$ cat config.mk
export PLATFORM = sky130hd
export DESIGN_NAME = wb_burst_master
export DESIGN_NICKNAME = d
export VERILOG_FILES = /design/src/rtl/wb_burst_master.sv
export SDC_FILE = /design/constraint.sdc
export NUM_CORES = 1
export LEC_CHECK = 0
export CAP_MARGIN = 15
export CORE_MARGIN = 1.5
export CORE_UTILIZATION = 25
export CTS_CLUSTER_SIZE = 14
export DETAILED_ROUTE_END_ITERATION = 12
export SYNTH_ARGS = -nofsm -noshare
export SYNTH_HDL_FRONTEND = slang
export SYNTH_SLANG_ARGS = --single-unit
export TNS_END_PERCENT = 10
$ cat constraint.sdc
create_clock -name wb_clock_i -period 5.93 [get_ports wb_clock_i]
set_clock_uncertainty 0.05 [all_clocks]
set_input_delay 1.186 -clock wb_clock_i [delete_from_list [all_inputs] [get_ports wb_clock_i]]
set_output_delay 1.186 -clock wb_clock_i [all_outputs]
set_load 0.01 [all_outputs]
$ cat src/rtl/wb_burst_master.sv
// ---------------------------------------------------------------------------
// wb_burst_master
//
// Wishbone B4 pipelined master. A single burst command (address, direction,
// length) becomes a run of single-beat transfers at incrementing addresses.
// Write words come from a valid/ready stream. Read words leave on a
// valid-only stream. Stall back-pressure is honoured, outstanding acks are
// counted, and the burst is aborted with an error if acks stop arriving.
//
// Ports
//   wb_clock_i, wb_reset_ni         clock, synchronous active-low reset
//   cmd_valid_i / cmd_ready_o       command handshake
//   cmd_addr_i, cmd_we_i, cmd_len_i first address, direction, beats minus one
//   wr_valid_i / wr_ready_o         write data stream, wr_data_i
//   rd_valid_o, rd_data_o           read data stream (one-cycle pulses)
//   done_o, err_o                   end-of-burst pulse, err_o = timed out
//   wb_*                            Wishbone pipelined master interface
//
// state | meaning
// ------+---------------------------------------------------------------
// IDLE  | bus released, waiting for a command
// ISSUE | cycle open, loading and transferring beats
// DRAIN | every beat transferred, waiting for the remaining acks
// ---------------------------------------------------------------------------
module wb_burst_master #(
    parameter int ADDR_WIDTH = 10,
    parameter int DATA_WIDTH = 8,
    parameter int LEN_WIDTH  = 8,
    parameter int TIMEOUT    = 255
) (
    input  logic                  wb_clock_i,
    input  logic                  wb_reset_ni,
    input  logic                  cmd_valid_i,
    output logic                  cmd_ready_o,
    input  logic [ADDR_WIDTH-1:0] cmd_addr_i,
    input  logic                  cmd_we_i,
    input  logic [LEN_WIDTH-1:0]  cmd_len_i,
    input  logic                  wr_valid_i,
    input  logic [DATA_WIDTH-1:0] wr_data_i,
    output logic                  wr_ready_o,
    output logic                  rd_valid_o,
    output logic [DATA_WIDTH-1:0] rd_data_o,
    output logic                  done_o,
    output logic                  err_o,
    output logic [ADDR_WIDTH-1:0] wb_addr_o,
    output logic [DATA_WIDTH-1:0] wb_data_o,
    input  logic [DATA_WIDTH-1:0] wb_data_i,
    output logic                  wb_we_o,
    output logic                  wb_cycle_o,
    output logic                  wb_strobe_o,
    input  logic                  wb_stall_i,
    input  logic                  wb_ack_i
);

    localparam int CW = LEN_WIDTH + 1;
    localparam int TW = $clog2(TIMEOUT);
    // Down-counter reload: terminal count (0) is reached TIMEOUT-1 idle
    // cycles after a reload, and the abort fires on the following edge.
    localparam logic [TW-1:0] TMO_LOAD = TW'(TIMEOUT - 1);

    typedef enum logic [1:0] {
        IDLE  = 2'd0,
        ISSUE = 2'd1,
        DRAIN = 2'd2
    } state_t;

    state_t state_q, state_d;

    logic [ADDR_WIDTH-1:0] next_addr_q;
    logic [CW-1:0]         beats_q;     // beats not yet loaded onto the bus
    logic [CW-1:0]         outst_q;     // transferred beats awaiting ack
    logic [CW-1:0]         outst_d;
    logic [TW-1:0]         tmo_q;

    logic busy;
    logic xfer;
    logic ack_eff;
    logic accept;
    logic load;
    logic wait_wr;
    logic finish;
    logic abort;
    logic tmo_clr;

    assign busy    = (state_q != IDLE);
    assign xfer    = wb_strobe_o && !wb_stall_i;
    // Acks with nothing outstanding (stray, or after an abort) are dropped.
    assign ack_eff = wb_ack_i && busy && (outst_q != '0);
    assign outst_d = outst_q + CW'(xfer) - CW'(ack_eff);

    assign cmd_ready_o = (state_q == IDLE) && wb_reset_ni;
    assign wr_ready_o  = load && wb_we_o && wb_reset_ni;

    always_ff @(posedge wb_clock_i) begin
        if (!wb_reset_ni) begin
            state_q <= IDLE;
        end else begin
            state_q <= state_d;
        end
    end

    always_comb begin
        state_d = state_q;
        accept  = 1'b0;
        load    = 1'b0;
        wait_wr = 1'b0;
        finish  = 1'b0;
        abort   = 1'b0;
        tmo_clr = 1'b0;

        case (state_q)
            IDLE: begin
                if (cmd_valid_i) begin
                    accept  = 1'b1;
                    state_d = ISSUE;
                end
            end
            ISSUE: begin
                if (beats_q != '0) begin
                    wait_wr = wb_we_o && !wr_valid_i;
                    load    = (!wb_strobe_o || !wb_stall_i) && !wait_wr;
                end else if (xfer) begin
                    if (outst_d == '0) begin
                        state_d = IDLE;
                        finish  = 1'b1;
                    end else begin
                        state_d = DRAIN;
                    end
                end
            end
            DRAIN: begin
                if (outst_d == '0) begin
                    state_d = IDLE;
                    finish  = 1'b1;
                end
            end
            default: state_d = IDLE;
        endcase

        // Watchdog: any bus progress or a stall on the write stream counts
        // as activity; otherwise the counter runs down to an abort.
        if (busy && !finish) begin
            tmo_clr = xfer || ack_eff || wait_wr;
            if (!tmo_clr && (tmo_q == '0)) begin
                abort   = 1'b1;
                load    = 1'b0;
                state_d = IDLE;
            end
        end
    end

    always_ff @(posedge wb_clock_i) begin
        if (!wb_reset_ni) begin
            next_addr_q <= '0;
            beats_q     <= '0;
            outst_q     <= '0;
            tmo_q       <= '0;
            wb_addr_o   <= '0;
            wb_data_o   <= '0;
            wb_we_o     <= 1'b0;
            wb_cycle_o  <= 1'b0;
            wb_strobe_o <= 1'b0;
            rd_valid_o  <= 1'b0;
            rd_data_o   <= '0;
            done_o      <= 1'b0;
            err_o       <= 1'b0;
        end else begin
            done_o     <= 1'b0;
            err_o      <= 1'b0;
            rd_valid_o <= 1'b0;

            if (accept) begin
                next_addr_q <= cmd_addr_i;
                beats_q     <= CW'(cmd_len_i) + CW'(1);
                wb_we_o     <= cmd_we_i;
                wb_cycle_o  <= 1'b1;
                outst_q     <= '0;
                tmo_q       <= TMO_LOAD;
            end

            if (busy) begin
                outst_q <= outst_d;
                if (tmo_clr) begin
                    tmo_q <= TMO_LOAD;
                end else if (tmo_q != '0) begin
                    tmo_q <= tmo_q - TW'(1);
                end
            end

            if (load) begin
                wb_strobe_o <= 1'b1;
                wb_addr_o   <= next_addr_q;
                next_addr_q <= next_addr_q + ADDR_WIDTH'(1);
                beats_q     <= beats_q - CW'(1);
                if (wb_we_o) begin
                    wb_data_o <= wr_data_i;
                end
            end else if (xfer) begin
                wb_strobe_o <= 1'b0;
            end

            if (ack_eff && !wb_we_o) begin
                rd_valid_o <= 1'b1;
                rd_data_o  <= wb_data_i;
            end

            if (finish || abort) begin
                wb_cycle_o  <= 1'b0;
                wb_strobe_o <= 1'b0;
                wb_we_o     <= 1'b0;
                outst_q     <= '0;
                beats_q     <= '0;
                done_o      <= 1'b1;
                err_o       <= abort;
            end
        end
    end

endmodule

==> report_table.html, run 1 <==
<table>
<tr><th>Metric</th><th>Value</th></tr>
<tr><th colspan="2">Layout</th></tr>
<tr><td>Antenna cells</td><td>0</td></tr>
<tr><td>Fraction of final layout cells with drive strength greater than 1</td><td>0.09211</td></tr>
<tr><td>Footprint of the multi-input gates</td><td>0.002586 mm²</td></tr>
<tr><td>Design Area, Final</td><td>0.005608 mm²</td></tr>
<tr><td>Number of fill cells in the layout</td><td>1739</td></tr>
<tr><td>Flip-flop and latch area</td><td>0.001401 mm²</td></tr>
<tr><td>Final cell utilization of the core</td><td>0.3394</td></tr>
<tr><td>Area grow syn2layout</td><td>33.43%</td></tr>
<tr><td>Number of nets in the layout</td><td>666</td></tr>
<tr><th colspan="2">Floorplanning</th></tr>
<tr><td>Die Width</td><td>132.7 µm</td></tr>
<tr><td>Starting Density</td><td>0.2543</td></tr>
<tr><td>Die Y-Extent</td><td>132.7 µm</td></tr>
<tr><td>Number of cell rows</td><td>47</td></tr>
<tr><td>Ports</td><td>75</td></tr>
<tr><td>Core Area</td><td>0.01652 mm²</td></tr>
<tr><td>Die Footprint</td><td>0.01760 mm²</td></tr>
<tr><th colspan="2">Power and ir drop</th></tr>
<tr><td>Leakage</td><td>2.026 nW</td></tr>
<tr><td>Worst IR drop on VDD</td><td>0.1549 mV</td></tr>
<tr><td>Power density over the cells</td><td>260.5 mW/mm²</td></tr>
<tr><th colspan="2">Synth</th></tr>
<tr><td>Share of Yosys cell area claimed by the top area cell type</td><td>0.3334</td></tr>
<tr><td>Syn Area/Cell</td><td>8.036 µm²</td></tr>
<tr><td>Yosys warnings</td><td>0</td></tr>
<tr><td>Gate Count Post-Synth</td><td>523</td></tr>
<tr><td>Number of flip-flops and latches in the synthesized netlist</td><td>70</td></tr>
<tr><td>EDFF count, synth</td><td>0</td></tr>
<tr><td>Library cells used by synthesis</td><td>70</td></tr>
<tr><td>FFs w/ async S/R, synth</td><td>0</td></tr>
<tr><td>Area of the mapped netlist</td><td>0.004203 mm²</td></tr>
<tr><td>Cell types occupying the most area after synthesis</td><td>dfxtp_1 33%, ha_1 6.3%, mux2i_1 5.0%</td></tr>
<tr><td>Most numerous cell types in the synthesized netlist</td><td>70 x dfxtp_1, 52 x nor2_1, 47 x nand2_1</td></tr>
<tr><td>Most instantiated library cell after synthesis</td><td>dfxtp_1</td></tr>
<tr><td>Post-synthesis cell type with the largest combined area</td><td>dfxtp_1</td></tr>
<tr><td>Syn nets</td><td>586</td></tr>
<tr><td>Synth Flop Type</td><td>dfxtp_1</td></tr>
<tr><td>Part of the Yosys area used for sequential elements</td><td>0.3334</td></tr>
<tr><th colspan="2">Critical path</th></tr>
<tr><td>Critical Path Most Common Cell</td><td>inv_1</td></tr>
<tr><td>Category of the critical setup timing path</td><td>in2out</td></tr>
<tr><td>CP endpoint kind</td><td>output port</td></tr>
<tr><td>CP cell instances</td><td>clkdlybuf4s50_1, o311ai_0, inv_1, ha_1, inv_1, ha_1, inv_1, fa_1, nor2b_2, o311ai_2, o211a_1, or2_2, and4_4, nor2_2, nor3_1, dlygate4sd2_1</td></tr>
<tr><td>Master of the slowest instance on the critical path</td><td>fa_1</td></tr>
<tr><td>Req. time, crit path</td><td>4.69 ns</td></tr>
<tr><td>Data arrival at the endpoint of the critical path</td><td>4.49 ns</td></tr>
<tr><td>Worst Path Max Fanout</td><td>4</td></tr>
<tr><td>Launching element type of the critical path</td><td>input pin</td></tr>
<tr><td>CP top delay family</td><td>buffers and inverters</td></tr>
<tr><td>Count of buffer and inverter cells on the critical path</td><td>5</td></tr>
<tr><td>Largest stage delay on the critical path</td><td>0.45 ns</td></tr>
<tr><th colspan="2">GRT</th></tr>
<tr><td>Via count of the first global-routing pass</td><td>4069</td></tr>
<tr><td>Wire length of the first global-routing pass</td><td>20580 µm</td></tr>
<tr><td>Total overflow reported by the global router</td><td>0</td></tr>
<tr><td>Largest net degree at the start of global routing</td><td>34</td></tr>
<tr><td>Antenna violations before repair</td><td>0</td></tr>
<tr><td>Overall routing resource usage</td><td>0.1437</td></tr>
<tr><th colspan="2">Clock network</th></tr>
<tr><td>Clock-pin slew of the registers on the worst-case setup and hold paths</td><td>0.06 ns</td></tr>
<tr><td>Skew-Pair Late Insertion Delay</td><td>0.33 ns</td></tr>
<tr><td>Number of buffers created by CTS</td><td>9</td></tr>
<tr><td>H-tree levels</td><td>3</td></tr>
<tr><td>Clk sinks</td><td>70</td></tr>
<tr><td>Clock tree from TritonCTS</td><td>built</td></tr>
<tr><td>Cell at the root of the clock tree</td><td>clkbuf_16</td></tr>
<tr><td>Bufs on Longest Clock Path</td><td>2</td></tr>
<tr><td>Post-CTS Setup Repair Bufs</td><td>0</td></tr>
<tr><th colspan="2">Timing</th></tr>
<tr><td>Setup repair after global routing missed its margin</td><td>false</td></tr>
<tr><td>Number of max-slew violations in the final report</td><td>0</td></tr>
<tr><td>Relative slew margins</td><td>0.3747</td></tr>
<tr><td># setup viols final</td><td>0</td></tr>
<tr><td>Final critical path time including I/O delays and setup</td><td>5.723 ns</td></tr>
<tr><td>Period utilization</td><td>0.9651</td></tr>
<tr><td>Number of hold violations in the final report</td><td>0</td></tr>
<tr><td>Max Clk Rate</td><td>174.7 MHz</td></tr>
<tr><td>Worst slew pin tran</td><td>0.9308 ns</td></tr>
<tr><th colspan="2">Drt</th></tr>
<tr><td>Antenna Nets Post-Route</td><td>0</td></tr>
<tr><td>Post-DR wirelength/cell</td><td>14.98 µm</td></tr>
<tr><td>Initial DRT Pass Iterations</td><td>4</td></tr>
<tr><td>Routed vias/inst</td><td>4.949</td></tr>
<tr><td>Total wire length</td><td>12410 µm</td></tr>
<tr><td>Detailed router's first-iteration violation count</td><td>330</td></tr>
<tr><td>Overall via count from detail_route</td><td>4098</td></tr>
<tr><td>DRC Markers</td><td>0</td></tr>
<tr><th colspan="2">Run</th></tr>
<tr><td>Max-capacitance violation count</td><td>0</td></tr>
<tr><th colspan="2">Outcome</th></tr>
<tr><td>Run status</td><td>finished clean</td></tr>
<tr><th colspan="2">Placed design</th></tr>
<tr><td>Routability cong.</td><td>0.8625</td></tr>
<tr><td>Number of port buffers</td><td>74</td></tr>
<tr><td>Total half-perimeter wirelength after legalization and detailed placement</td><td>8824 µm</td></tr>
<tr><td>Cell Area, Placed</td><td>0.005264 mm²</td></tr>
<tr><th colspan="2">Worst hold path</th></tr>
<tr><td>Class of the most critical hold timing path</td><td>reg2reg</td></tr>
</table>
[path summary, 6_finish.rpt]
path / from / endpoint / slack [ns] / depth (start not counted)
setup / recovery: wb_ack_i / wr_ready_o / 0.21 / 16
hold / removal: wb_data_o[1] / wb_data_o[1] / 0.41 / 2
setup reg to reg: outst_q[7] / tmo_q[5] / 1.52 / 18
hold reg to reg: wb_data_o[1] / wb_data_o[1] / 0.41 / 2
[power breakdown]
part	internal, mW	switching (mW)
combinational	0.136	0.177
clock	0.383	0.224
sequential	0.505	0.0360
total	1.02	0.437
[state kept, by name (all words and copies together), names as in the netlist, 2 cells and up]
name	count
tmo_q	8
beats_q	9
rd_data_o	8
outst_q	9
wb_data_o	8
wb_addr_o	10
next_addr_q	10
state_q	2
[metrics by stage]
step                cells  power (mW)  hold WS (ns)  setup slack (ns)  TNS [ns]
finish                828       1.461        0.4080            0.2070         0
global route          828       1.533        0.4259          0.009457         0
CTS                   828       1.471        0.4127            0.1677         0
detailed placement    812      0.8625        0.3975          -0.02933  -0.02933
global placement      812      0.8615        0.3915           0.02728         0
floorplan             523      0.7463        0.4181            0.7414         0
[kinds of logic (layout without fill, tap and decap cells)]
group,Yosys count,after routing,share of synthesized area
and+or+nand+nor,199,199,0.2385
xor gates and xnor gates,11,11,0.02292
adders and majority gates,22,22,0.06728
buffers and inverters,57,142,0.05507
muxes,21,21,0.05001
AOI/OAI and AO/OA,143,143,0.2328
DFF,70,70,0.3334
[worst reg2reg max path: cells and delay by family (launching register included)]
family                   cells  cell delay, ns
adder cells (fa/ha/maj)      4            1.08
AND/OR/NAND/NOR              5            1.35
flip-flops                   1            0.34
AO/OA/AOI/OAI                4            1.03
buffers and inverters        5            0.52
[per-layer routing]
metal / vias up / GRT usage / routed length, µm
met1: 1939 / 0.1879 / 5868
met2: 90 / 0.2330 / 5793
met3: 12 / 0.04138 / 602
li1: 2057 / - / -
met5: - / 0 / 0
met4: 0 / 0.03602 / 141
[placed cells by master (no fill, tap or decap), types with 5 or more instances in the layout]
| cell type | instances |
|---|---|
| mux2i_1 | 21 |
| a21oi_1 | 40 |
| xnor2_1 | 7 |
| a31oi_1 | 12 |
| clkdlybuf4s50_1 | 73 |
| o211ai_1 | 13 |
| nor2_1 | 51 |
| buf_4 | 21 |
| o21a_1 | 7 |
| and3_1 | 8 |
| clkbuf_16 | 9 |
| a211oi_1 | 8 |
| nand2b_1 | 7 |
| nand3_1 | 28 |
| o21ai_0 | 23 |
| o311ai_0 | 5 |
| ha_1 | 21 |
| inv_1 | 30 |
| nor3_1 | 20 |
| nand2_1 | 47 |
| dfxtp_1 | 70 |
[cell type report]
class	instances	area share
well taps	220	0.04909
repair buffers	95	0.1600
inverters	31	0.02075
flip-flops and latches	70	0.2499
clock buffers	10	0.04261
multi-input cells	396	0.4612
clock inverters	6	0.01651
[repair_timing]
action | 4_1_cts | 5_1_grt
gates resized for setup | 2 | 2
hold buffers | 0 | 0
setup endpoints to repair | 1 | 1
Note: power is estimated with default switching activity, not from simulation.
==> inputs of run 2 (changes only) <==
--- a/config.mk
+++ b/config.mk
@@ -5,7 +5,7 @@
 export SDC_FILE = /design/constraint.sdc
 export NUM_CORES = 1
 export LEC_CHECK = 0
-export CAP_MARGIN = 15
+export CAP_MARGIN = 20
 export CORE_MARGIN = 1.5
 export CORE_UTILIZATION = 25
 export CTS_CLUSTER_SIZE = 14
==> results of run 2 <==
The final DEF is identical to that of run 1; final timing and power are the same.
==> inputs of run 3 (changes only) <==
--- a/config.mk
+++ b/config.mk
@@ -5,6 +5,7 @@
 export SDC_FILE = /design/constraint.sdc
 export NUM_CORES = 1
 export LEC_CHECK = 0
+export ABC_CLOCK_PERIOD_IN_PS = 5930
 export CAP_MARGIN = 20
 export CORE_MARGIN = 1.5
 export CORE_UTILIZATION = 25
==> results of run 3 <==
The final DEF is identical to that of run 1; final timing and power are the same.
